==> src/rtl/mmio_responder.sv <==
// Purpose: MMIO responder for a 16-word window (LEDs, switches, button events, prescaled timer).
// Latency: read data and hit_q are registered, 1 cycle after the address, like the data BRAM.
// Backpressure: none; a load or store is accepted every cycle.
//
// Ports:
//   clk, rst          system clock, synchronous active-low reset
//   addr, wdata, we   CPU load/store address, store data, store strobe
//   sw, btn           raw asynchronous switch and button inputs
//   rdata, hit_q      registered read data and previous-cycle window hit
//   led, irq          LED register, timer interrupt (DONE & IE)
module mmio_responder #(
  parameter logic [15:0] BASE_ADDR = 16'hFF00,
  parameter int          LED_W     = 10,
  parameter int          SW_W      = 10,
  parameter int          BTN_W     = 4
) (
  input  logic             clk,
  input  logic             rst,
  input  logic [15:0]      addr,
  input  logic [15:0]      wdata,
  input  logic             we,
  input  logic [SW_W-1:0]  sw,
  input  logic [BTN_W-1:0] btn,
  output logic [15:0]      rdata,
  output logic             hit_q,
  output logic [LED_W-1:0] led,
  output logic             irq
);

  localparam logic [3:0] OFF_LED    = 4'd0;
  localparam logic [3:0] OFF_SW     = 4'd1;
  localparam logic [3:0] OFF_TLOAD  = 4'd2;
  localparam logic [3:0] OFF_TCOUNT = 4'd3;
  localparam logic [3:0] OFF_TCTRL  = 4'd4;
  localparam logic [3:0] OFF_PRESC  = 4'd5;
  localparam logic [3:0] OFF_BTNEVT = 4'd6;

  logic [LED_W-1:0] r_led;
  logic [SW_W-1:0]  r_sw_s1, r_sw_s2;
  logic [BTN_W-1:0] r_btn_s1, r_btn_s2, r_btn_s3;
  logic [BTN_W-1:0] r_btnevt;
  logic [15:0]      r_tload, r_tcount, r_presc, r_pcnt;
  logic             r_en, r_auto, r_ie, r_done;
  logic [15:0]      r_rdata;
  logic             r_hit;

  logic             w_sel;
  logic [3:0]       w_off;
  logic             w_wr;
  logic             w_tick;
  logic             w_done_set;
  logic [BTN_W-1:0] w_btn_rise;
  logic [BTN_W-1:0] w_btn_clr;
  logic [15:0]      w_rd;

  assign w_sel      = (addr[15:4] == BASE_ADDR[15:4]);
  assign w_off      = addr[3:0];
  assign w_wr       = we & w_sel;
  assign w_tick     = r_en & (r_pcnt == 16'd0);
  // DONE is raised by the tick that expires the count, even if a TLOAD
  // write in the same cycle overrides the count itself.
  assign w_done_set = w_tick & (r_tcount == 16'd1);
  assign w_btn_rise = r_btn_s2 & ~r_btn_s3;
  assign w_btn_clr  = (w_wr && w_off == OFF_BTNEVT) ? wdata[BTN_W-1:0] : '0;

  always_comb begin
    w_rd = 16'h0000;
    if (w_sel) begin
      case (w_off)
        OFF_LED:    w_rd[LED_W-1:0] = r_led;
        OFF_SW:     w_rd[SW_W-1:0]  = r_sw_s2;
        OFF_TLOAD:  w_rd            = r_tload;
        OFF_TCOUNT: w_rd            = r_tcount;
        OFF_TCTRL:  w_rd[3:0]       = {r_done, r_ie, r_auto, r_en};
        OFF_PRESC:  w_rd            = r_presc;
        OFF_BTNEVT: w_rd[BTN_W-1:0] = r_btnevt;
        default:    w_rd            = 16'h0000;
      endcase
    end
  end

  always_ff @(posedge clk) begin
    if (!rst) begin
      r_led    <= '0;
      r_sw_s1  <= '0;
      r_sw_s2  <= '0;
      r_btn_s1 <= '0;
      r_btn_s2 <= '0;
      r_btn_s3 <= '0;
      r_btnevt <= '0;
      r_tload  <= '0;
      r_tcount <= '0;
      r_presc  <= '0;
      r_pcnt   <= '0;
      r_en     <= 1'b0;
      r_auto   <= 1'b0;
      r_ie     <= 1'b0;
      r_done   <= 1'b0;
      r_rdata  <= '0;
      r_hit    <= 1'b0;
    end else begin
      r_sw_s1  <= sw;
      r_sw_s2  <= r_sw_s1;
      r_btn_s1 <= btn;
      r_btn_s2 <= r_btn_s1;
      r_btn_s3 <= r_btn_s2;
      r_rdata  <= w_rd;
      r_hit    <= w_sel;

      if (w_wr && w_off == OFF_LED)   r_led   <= wdata[LED_W-1:0];
      if (w_wr && w_off == OFF_TLOAD) r_tload <= wdata;
      if (w_wr && w_off == OFF_PRESC) r_presc <= wdata;
      if (w_wr && w_off == OFF_TCTRL) begin
        r_en   <= wdata[0];
        r_auto <= wdata[1];
        r_ie   <= wdata[2];
      end

      // Hardware set wins over a same-cycle write-1-to-clear.
      if (w_done_set)
        r_done <= 1'b1;
      else if (w_wr && w_off == OFF_TCTRL && wdata[3])
        r_done <= 1'b0;
      r_btnevt <= (r_btnevt & ~w_btn_clr) | w_btn_rise;

      // Reload uses the current PRESC, so a PRESC write only lands at the next reload.
      if (!r_en || r_pcnt == 16'd0)
        r_pcnt <= r_presc;
      else
        r_pcnt <= r_pcnt - 16'd1;

      if (w_wr && w_off == OFF_TLOAD)
        r_tcount <= wdata;
      else if (w_tick) begin
        if (r_tcount > 16'd1)
          r_tcount <= r_tcount - 16'd1;
        else if (r_tcount == 16'd1)
          r_tcount <= 16'd0;
        else if (r_auto)
          r_tcount <= r_tload;
      end
    end
  end

  assign rdata = r_rdata;
  assign hit_q = r_hit;
  assign led   = r_led;
  assign irq   = r_done & r_ie;

endmodule

==> config.mk <==
export PLATFORM = sky130hd
export DESIGN_NAME = mmio_responder
export DESIGN_NICKNAME = d
export VERILOG_FILES = /design/src/rtl/mmio_responder.sv
export SDC_FILE = /design/constraint.sdc
export NUM_CORES = 1
export LEC_CHECK = 0
export BUFFER_PORTS_ARGS = -buffer_cell sky130_fd_sc_hd__buf_2
export CAP_MARGIN = 0
export CORE_MARGIN = 10
export CORE_UTILIZATION = 50
export CTS_CLUSTER_DIAMETER = 120
export DETAILED_ROUTE_END_ITERATION = 12
export PLACE_DENSITY = 0.79
export SLEW_MARGIN = 30
export SYNTH_ARGS = -nofsm -noshare
export SYNTH_HDL_FRONTEND = slang
export SYNTH_SLANG_ARGS = --single-unit
==> constraint.sdc <==
create_clock -name clk -period 7.5 [get_ports clk]
set_clock_uncertainty 0.2 [all_clocks]
set_input_delay 0 -clock clk [delete_from_list [all_inputs] [get_ports clk]]
set_output_delay 0 -clock clk [all_outputs]
set_load 0.02 [all_outputs]
==> results.txt, run 1 <==
- The detailed router placed 5378 vias in this run.
* Highest attainable clock frequency: approximately 280 MHz
- Global routing used 21.58% of the available tracks across all layers.
- Internal power: 1.264 mW
- Detailed placement finished with a half-perimeter wire length of 11360 µm.
- The worst setup path is captured at a register.
- In the final routed layout, each cell accounts on average for 19.28 µm.
* # port buffers: 76
- The die covers 15850 µm².
- STA classifies the critical path startpoint as a register.
- In the layout the commonest cells are dfxtp_1, nand2_1, buf_2, nor2_1.
- Run status: finished clean
* Pin count of the biggest net entering global routing: 68
* Final Slew Violations: 0
* Clock root buffer: clkbuf_8
- Compared with the post-synthesis result, the final layout area differs by 26.90%.
- Largest fanout on the critical path: 21
* Post-Route Setup TNS: 0 ns
* Synthesis-stage register bit count: about 130
- CTS tree: built
- For this block, the initial DRC count from the detailed router was about 640.
- The clock drives 131 sinks.
- Minimum clock period after layout: about 3.6 ns
- For this design the total switching power over the nets is 0.3385 mW.
- In this run the core area contains 38 standard-cell rows.
- Ratio of total power to cell area: ~230 nW/µm²
- Dominant register cell in the synthesized netlist: dfxtp_1
- Buffer levels on the longest clock path: 2
- After clock tree synthesis, the clock-pin slew on the worst setup and hold paths is roughly 0.060 ns.
* Post-synth design cell area: 5605 µm²
- Async set-or-reset flop fraction in the synthesized netlist: 0%
* Width of the chip: between 100 and 150 µm
* Final wirelength: 17390 µm
- Hold Path Class: in -> reg
- Summing the sequential cell areas from Yosys gives 46.79% of the chip area.
- Total gr overflow: 0
* WP data arrival: around 3.8 ns
* Proportion of layout cells with a drive suffix above 1: between 10% and 20%
- In this run the number of H-tree levels came out at 4.
* Number of global-route vias before repair: 5371
- After detailed routing, the number of remaining DRC violations is 0.
- GPL Wtd Cong: roughly 0.95
- Walking the worst path, the cells encountered are nor4_1 > or4b_4 > or4_4 > a21oi_2 > buf_4 > nor2_1 > a32o_1.
- RSZ-0062 raised after global routing: no
- Setup violations remaining at the end of the flow were counted as 0.
- Number of library cell types mapped by synthesis: 59
* Critical path buffers and inverters: 1
- The analysis attributes to cell leakage a power of between 2 and 3 nW.
- Class of the most critical setup path: reg -> reg
- Count of nets left with antenna violations after detail routing: 0
* N_diodes: 0
- Actual slew at the worst max-slew pin: approximately 0.85 ns
* Clock Power Share: roughly half
- Die Ht: 125.9 µm
- Most common cell after layout, fill and taps aside: dfxtp_1
- The tool flagged a number of max-cap violations equal to 0.
- Of the available clock period, the critical path in the final layout requires 47.69%.
- Per report_power, the sequential group accounts for 44.2% of the total.
- The cell count after synthesis came out at 644.
- Fin nets: 802
- Largest stage delay on the critical path: 0.75 ns
* Clock buffers created by TritonCTS: 17
- Headroom to the max-slew limit came out at a little over two fifths.
* Largest voltage drop on the vdd net: 0.2202 mV
* Category of cells accounting for the largest share of critical-path delay: simple AND/OR/NAND/NOR gates
- Slowest CP cell: nor4_1
- Number of optimization iterations in the first detailed-route pass: 6
- a little under 80 I/O pins were placed.
* Required time of the critical path: 7.72 ns
* Initial standard-cell utilization of the core: around half
* Yosys synthesis warning count: 0
* Hold violation total from the final report: 0
- The number of antenna violations at the first check in global routing was 0.
- Hold Worst Slack: 0.009025 ns
- Dividing the detail-routed via count by the number of cells gives just under 6.
- The first global-routing pass estimated about 28000 µm of wire.
- Standard cell core area: around 11000 µm²
- The number of nets handed over by synthesis was 697.
* Fraction of power consumed by combinational cells: 4.1%
* Number of gates resized after cts: 0
- Clock latency on the worst-skew pair, taken at its later pin, is 0.53 ns.
- After synthesis, the mean cell area works out to 8.704 µm².
* Switching power share of the total: 21.13%
- Counting flops with a built-in enable in the synthesized netlist gives 0.
==> stage by stage <==
stage | util [%] | instances | power, mW | cell area (µm²) | setup WS, ns
after detailed placement | 55.41 | 823 | 0.7707 | 6033 | 4.023
after global routing | 65.33 | 902 | 1.644 | 7113 | 3.791
after global placement | 55.29 | 823 | 0.7683 | 6020 | 4.110
final | 65.33 | 902 | 1.602 | 7113 | 3.924
after CTS | 65.25 | 902 | 1.605 | 7104 | 3.989
after floorplan | - | 644 | 0.7447 | 5605 | 4.540
==> cells by family after synthesis <==
kind of cell	Yosys count	synth area share (%)
buffers and inverters	53	4.353
adder cells (fa/ha/maj)	4	0.8929
flip-flops	131	46.79
AND/OR/NAND/NOR	266	22.99
AO/OA/AOI/OAI	155	19.15
multiplexers	15	2.701
XOR/XNOR	20	3.125
==> Yosys cell counts (3+ instances only) <==
cell,n,area (µm²)
a211oi_1,22,165.2
a21oi_1,47,235.2
a21oi_2,3,26.28
a222oi_1,11,110.1
a22oi_1,18,135.1
a31oi_1,12,75.07
a32o_1,5,50.05
and2_1,35,219.0
and4_1,5,43.79
buf_6,3,33.78
clkbuf_1,37,138.9
dfxtp_1,131,2623
ha_1,4,50.05
inv_1,9,33.78
mux2i_1,14,140.1
nand2_1,93,349.1
nand2b_1,5,31.28
nand3_1,9,45.04
nor2_1,63,236.5
nor2b_1,5,31.28
nor3_1,18,90.09
nor4_1,10,62.56
o21ai_0,15,75.07
o31ai_1,4,30.03
o32ai_2,3,48.80
or3_1,3,18.77
or4_1,3,22.52
xnor2_1,12,105.1
xor2_1,8,70.07
==> worst register-to-register path: cells and delay by family, from the launching register on <==
family	cells	cell delay, ns
AND/OR/NAND/NOR	4	1.95
buffers and inverters	1	0.34
flip-flops	1	0.37
AO/OA/AOI/OAI	2	0.60
==> routing by layer <==
layer	track usage (%)	up-vias	part of all wire [%]
met1	25.29	2512	40
met5	0	-	0
met2	34.63	302	47
met4	12.53	0	4.5
li1	-	2503	-
met3	6.040	61	8.4
==> worst paths after layout <==
check,from,to,slack [ns],cells past startpoint
hold / removal,btn[0],r_btn_s1[0],0.009,3
hold reg to reg,r_sw_s1[5],r_sw_s2[5],0.23,1
setup reg to reg,r_tcount[11],r_tcount[13],3.92,7
setup / recovery,r_tcount[11],r_tcount[13],3.92,7
==> state kept, by name (all words and copies together) (netlist names), 4 cells and up <==
signal and flops:
rdata 16, r_tcount 16, r_pcnt 16, r_sw_s1 10, led 10, r_btn_s2 4
r_sw_s2 10, r_btnevt 4, r_btn_s1 4, r_tload 16, r_presc 16, r_btn_s3 4
==> repair_timing <==
| action | 4_1_cts | 5_1_grt |
|---|---|---|
| hold endpoints to repair | 97 | 0 |
| setup endpoints to repair | 0 | 0 |
| buffers inserted | 0 | 0 |
| hold buffers | 47 | 0 |
==> power groups by stage <==
stage / logic, mW / registers (mW) / clock network, mW
detailed placement: 0.0477 / 0.723 / 0
global route: 0.0714 / 0.708 / 0.864
finish: 0.0661 / 0.708 / 0.828
global placement: 0.0456 / 0.723 / 0
CTS: 0.0643 / 0.708 / 0.833
floorplan: 0.0232 / 0.721 / 0
==> cell type report <==
type | instances | area [µm²]
multi-input cells | 460 | 2773
inverters | 9 | 36.28
repair buffers | 130 | 905.9
well taps | 140 | 175.2
clock inverters | 6 | 92.59
fillers | 859 | 3775
flip-flops and latches | 131 | 2623
clock buffers | 26 | 508.0
Note: power is estimated with default switching activity, not from simulation.
==> run 2: changes to the inputs <==
clock period = 3.7 ns   (was 7.5 ns; I/O delays follow)
==> run 2 against run 1 <==
Via count rose by 1.6%. Critical path depth rose by 2. Combinational power rose by 140%. Setup slack got worse by 3.5 ns. Sequential cell count did not move. Clock power rose by 100%. Die area did not move. Wire length rose by 6.8%. Count of clock-buffer cells in the layout fell by 9. Hold slack improved by 0.053 ns. Global-route usage rose by 1.2 points.
==> results.txt, run 2 (synthesis results as in run 1) <==
* Run status: finished clean
- Pin count of the biggest net entering global routing: between 60 and 70
* Die area: 15850 µm²
- Static power due to leakage: 2.929 nW
- Slowest CP cell: dlygate4sd3_1
- Number of optimization iterations in the first detailed-route pass: 8
* Minimum clock period after layout: roughly 3.3 ns
- Width of the chip: 125.9 µm
- Standard cell core area: 10890 µm²
- The tightest min-delay check is of the in -> reg type.
- Fin nets: 835
* WP data arrival: 3.52 ns
- After global routing the overflow that remains totals 0.
- Clock slew at reported path FFs: 0.06 ns
- Dividing total power by cell area gives a power density of 442.9 nW/µm².
- CTS tree: built
- Post-Route Setup TNS: 0 ns
- In the global route stage, overall resource usage came out at 22.77%.
- CP Capture Type: register
* RSZ-0062 raised after global routing: no
- The die is 125.9 µm tall.
- Number of global-route vias before repair: 5571
* Detailed Route Iter0 Violations: 753
- Critical path buffers and inverters: 4
- Design Area, Final: approximately 7400 µm²
* Clock latency of the later-clocked register in the worst-skew pair: approximately 0.55 ns
- The tree is rooted in a clkbuf_8.
* Class of the most critical setup path: in -> reg
- # port buffers: between 70 and 80
- Max-slew headroom at the worst pin: 40.34%
- IR analysis of the VDD net gives a maximum drop of 0.4632 mV.
- Based on the critical path, the design can be clocked at up to 306.9 MHz.
* Sequence of cells on the critical path: dlygate4sd3_1 > buf_2 > nor4_1 > nand4_1 > dlygate4sd3_1 > nor3_4 > dlygate4sd3_1 > nand2_1 > a21oi_1
* Actual slew at the worst max-slew pin: between 0.8 and 0.9 ns
- H-tree level count: 4
* Final Slew Violations: 0
- Initial standard-cell utilization of the core: about half
- Category of cells accounting for the largest share of critical-path delay: buffers and inverters
- Using the TritonRoute via totals, the vias-per-cell ratio works out to 5.845.
- Post-detailed-placement half-perimeter wirelength: approximately 12000 µm
- Most common cell on crit path: dlygate4sd3_1
- Final routed DRC violation total: 0
* Number of top-level design ports: 77
- The area growth from synthesis to layout is 32.23%.
* # setup viols final: 0
- Final wirelength: about 19000 µm
- Of the cells placed in the final design, the portion with a size suffix greater than 1 is between 10% and 20%.
* Most common cell after layout, fill and taps aside: dfxtp_1
* Leading cell types in the layout, fill and taps excluded: dfxtp_1, nand2_1, buf_2, dlygate4sd3_1, nor2_1
- Kind of start point of the critical path: primary input
- Largest stage delay on the critical path: between 0.9 and 1 ns
- The worst path uses 88.05% of the clock period.
- Max-cap violations in this run came to 0.
- The clock drives 131 sinks.
* Cell Rows: 38
- GPL Wtd Cong: 0.9612
* Count of nets left with antenna violations after detail routing: 0
* Total vias in the final route: 5465
- Wire per inst: between 15 and 20 µm
- In this run the register-to-register setup slack is 0.59 ns.
- The number of antenna violations at the first check in global routing was 1.
- TritonCTS created 17 clock buffers.
- Hold Worst Slack: 0.06249 ns
* Largest fanout on the critical path: 12
* First-pass GRT wire length: about 29000 µm
* Hold violation total from the final report: 0
* Total cell area at the placement stage: 6066 µm²
* Buffer levels on the longest clock path: 2
- Data on the critical path is required at its endpoint by 3.96 ns.
-- run 2: changes by cell type in the layout (fill, tap and decap cells not counted) --
cell and change:
buf_2 +1, buf_4 +4, bufinv_16 +1, clkbuf_1 -3, clkbuf_8 -6, clkinv_2 +1
clkinv_4 +2, clkinvlp_4 +1, diode_2 +1, dlygate4sd3_1 +28, inv_6 +3, nor3_1 +1
nor3_4 -1
-- run 2: stage by stage --
step	power, mW	utilization (%)	cells	setup WS [ns]
floorplan	1.510	-	644	0.7401
global placement	1.560	55.63	828	0.6740
detailed placement	1.564	55.71	828	0.6250
CTS	3.277	68.05	934	0.6191
global route	3.365	68.08	935	0.3933
finish	3.283	68.08	935	0.4421
-- run 2: timing repair --
action,4_1_cts,5_1_grt
hold buffers,75,0
setup buffers,0,0
gates resized for setup,0,0
endpoints found under the hold margin,112,0
-- run 2: report_power, final --
part	internal, mW	switching, mW	total, mW
logic	0.0807	0.0793	0.160
clock network	1.03	0.658	1.69
registers	1.43	0.00661	1.44
total	2.54	0.744	3.28
-- run 2: per-layer routing --
| metal | up-vias | global-route usage (%) | part of all wire (%) |
|---|---|---|---|
| met3 | 53 | 6.166 | 7.6 |
| met4 | 0 | 10.72 | 3.4 |
| met5 | - | 0 | 0 |
| met1 | 2573 | 26.09 | 41 |
| li1 | 2573 | - | - |
| met2 | 266 | 38.56 | 48 |
-- run 2: path summary, 6_finish.rpt --
check / depth (start not counted) / from / end
setup reg to reg: 7 / r_tcount[4] / r_tcount[13]
hold / removal: 4 / wdata[10] / r_tload[10]
setup / recovery: 9 / addr[6] / r_presc[6]
hold reg to reg: 1 / r_sw_s1[1] / r_sw_s2[1]
-- run 2: area by class of cell --
type,count,area [µm²]
timing repair buffer,163,1221
tap,140,175.2
clock inverter,14,178.9
sequential,131,2623
fill,834,3476
multi-input combinational,460,2761
antenna,1,2.502
clock buffer,17,414.1
inverter,9,36.28
-- run 2: worst reg2reg max path, cell delays in order, from the launching register on --
cell	delay, ns
dfxtp_1	0.37
or4_4	0.62
or4b_4	0.56
or4_4	0.50
a21oi_2	0.17
buf_4	0.28
nor2_1	0.09
a32o_1	0.21
==> run 3: changes to the inputs <==
HOLD_SLACK_MARGIN = 0.12   (was unset)
PLACE_DENSITY = unset   (was 0.79)
PLACE_DENSITY_LB_ADDON = 0.08   (was unset)
==> run 3 against run 2 <==
Setup slack better by 0.075 ns. Core utilization grew 1.5 points. Via count increased by 0.90%. Maximum frequency up 2.4%. Critical path type unchanged. Critical endpoint is now r_presc[15].
==> results.txt, run 3 (synthesis results as in run 1) <==
- The critical path is of the in -> reg type.
- Ratio of total power to cell area: roughly 420 nW/µm²
- Leading cell types in the layout, fill and taps excluded: dfxtp_1, dlygate4sd3_1, nand2_1, buf_2, nor2_1
- The area growth from synthesis to layout is 35.13%.
- Global-route total usage across every layer: a little under a quarter
- The min-delay analysis places its worst path in the category in -> reg.
* Number of antenna violations at the first check in global routing: 0
* Pin count of the biggest net entering global routing: 36
* Minimum clock period after layout: 3.183 ns
- Highest attainable clock frequency: 314.2 MHz
- In this run the worst path has a maximum fanout of 16.
- The clock tree synthesis step divided the H-tree into 4 levels.
- Crit share post-route: 86.02%
- Fin nets: 857
- GR met2 Demand/Resource: 38.60%
- Total setup buffers inserted after CTS: 0
* WP data arrival: 3.46 ns
- Average via count per standard cell: 5.762
* # port buffers: 76
- STA classifies the critical path startpoint as a primary input.
- First-pass GRT wire length: 29750 µm
- Hold Worst Slack: 0.1402 ns
* Number of maximum-capacitance violations: 0
* N_diodes: 0
- For this run, global-route usage on met1 was measured as 27.63%.
* Standard cell core area: 10890 µm²
- Cells with a size suffix above 1 make up 17.01% of the layout.
- Summed over all layers, the routed wires come to around 19000 µm.
- Summed over all failing endpoints, the final setup total negative slack is 0 ns.
* Clock root buffer: clkbuf_8
* Sinks on the clock net: 131
- After clock tree synthesis, the clock-pin slew on the worst setup and hold paths is 0.06 ns.
- Required time of the critical path: ~4.0 ns
- Total vias in the final route: ~5500
* Number of top-level design ports: just under 80
- GPL Wtd Cong: 0.9334
- Cell Rows: 38
- Number of gates resized after cts: 0
- Width of the chip: 125.9 µm
- Number of optimization iterations in the first detailed-route pass: 6
- The run finished with clean final reports.
* Number of global-route vias before repair: 5504
* Die Ht: between 100 and 150 µm
* Largest voltage drop on the vdd net: 0.3971 mV
* Initial standard-cell utilization of the core: 51.48%
- Detailed Route Iter0 Violations: 644
- Clock buffers created by TritonCTS: 17
- # setup viols final: 0
- Actual slew at the worst max-slew pin: 0.8674 ns
- STA classifies the critical path endpoint as a register.
* Wire per inst: 19.36 µm
* # hold bufs at CTS: 95
- Max-slew headroom at the worst pin: a little over two fifths
- The analysis attributes to cell leakage a power of 3.004 nW.
- After global routing, the most crowded layer is met2.
- In this run the deepest clock path goes through 2 buffers.
- The layout has slightly below 900 filler cells.
- Met3 Use GR: 6.502%
- RSZ-0062 raised after global routing: no
* Clock latency of the later-clocked register in the worst-skew pair: roughly 0.54 ns
- Post-detailed-placement half-perimeter wirelength: approximately 12000 µm
- Total gr overflow: 0
- Final routed DRC violation total: 0
- Final Slew Violations: 0
- Once detail routing completed, the nets flagged for antenna violations numbered 0.
- Most common cell after layout, fill and taps aside: dfxtp_1
- TritonCTS built the clock tree.
* Hold violation total from the final report: 0
- The floorplan step defined a die boundary enclosing 15850 µm².
-- run 3: cell count changes in the layout (fill, tap and decap cells not counted), moves of 2 or more --
cell and delta:
buf_4 +2, clkinv_2 +4, clkbuf_1 +4, dlygate4sd3_1 +20
clkinv_4 -3, inv_6 -3
-- run 3: per-stage QoR --
step                      utilization, %  setup WS [ns]  cells  area, µm²  total power, mW
after CTS                          69.57         0.5936    957       7575            3.191
after global placement             55.77         0.7023    830       6072            1.561
after detailed placement           55.77         0.6537    830       6072            1.563
final                              69.57         0.5173    957       7575            3.192
after global routing               69.57         0.3524    957       7575            3.280
after floorplan                        -         0.7401    644       5605            1.510
-- run 3: worst max-delay path, stage by stage --
cell	delay [ns]
dlygate4sd3_1	0.56
buf_2	0.13
nor4_1	0.20
dlygate4sd3_1	0.62
nand4_1	0.15
nor3_2	0.19
dlygate4sd3_1	0.56
buf_4	0.25
nand2_1	0.09
dlygate4sd3_1	0.58
a21oi_1	0.12
-- run 3: cell type report --
cell class	instances	area (µm²)	share of cell area, %
tap	140	175.2	2.313
clock inverter	10	108.9	1.437
clock buffer	22	442.9	5.847
multi-input combinational	460	2755	36.37
timing repair buffer	185	1436	18.96
inverter	9	33.78	0.4460
sequential	131	2623	34.62
-- run 3: final timing paths --
path,from,endpoint,slack [ns],cells after the start
worst min-delay path,wdata[3],r_tload[3],0.14,4
worst max-delay path,addr[6],r_presc[15],0.52,11
worst max register to register,r_tcount[4],r_tcount[0],0.62,7
worst min register to register,r_btn_s1[3],r_btn_s2[3],0.23,1
-- run 3: report_power, final --
| group | total, mW | leakage, nW | switching, mW | internal, mW |
|---|---|---|---|---|
| logic | 0.173 | 1.67 | 0.0786 | 0.0943 |
| clock network | 1.58 | 0.269 | 0.614 | 0.970 |
| registers | 1.44 | 1.06 | 0.00631 | 1.43 |
-- run 3: per-layer routing --
layer / up-vias / share of wire (%)
met2: 239 / 49
met3: 37 / 6.9
met1: 2620 / 42
li1: 2618 / -
met5: - / 0
met4: 0 / 2.6
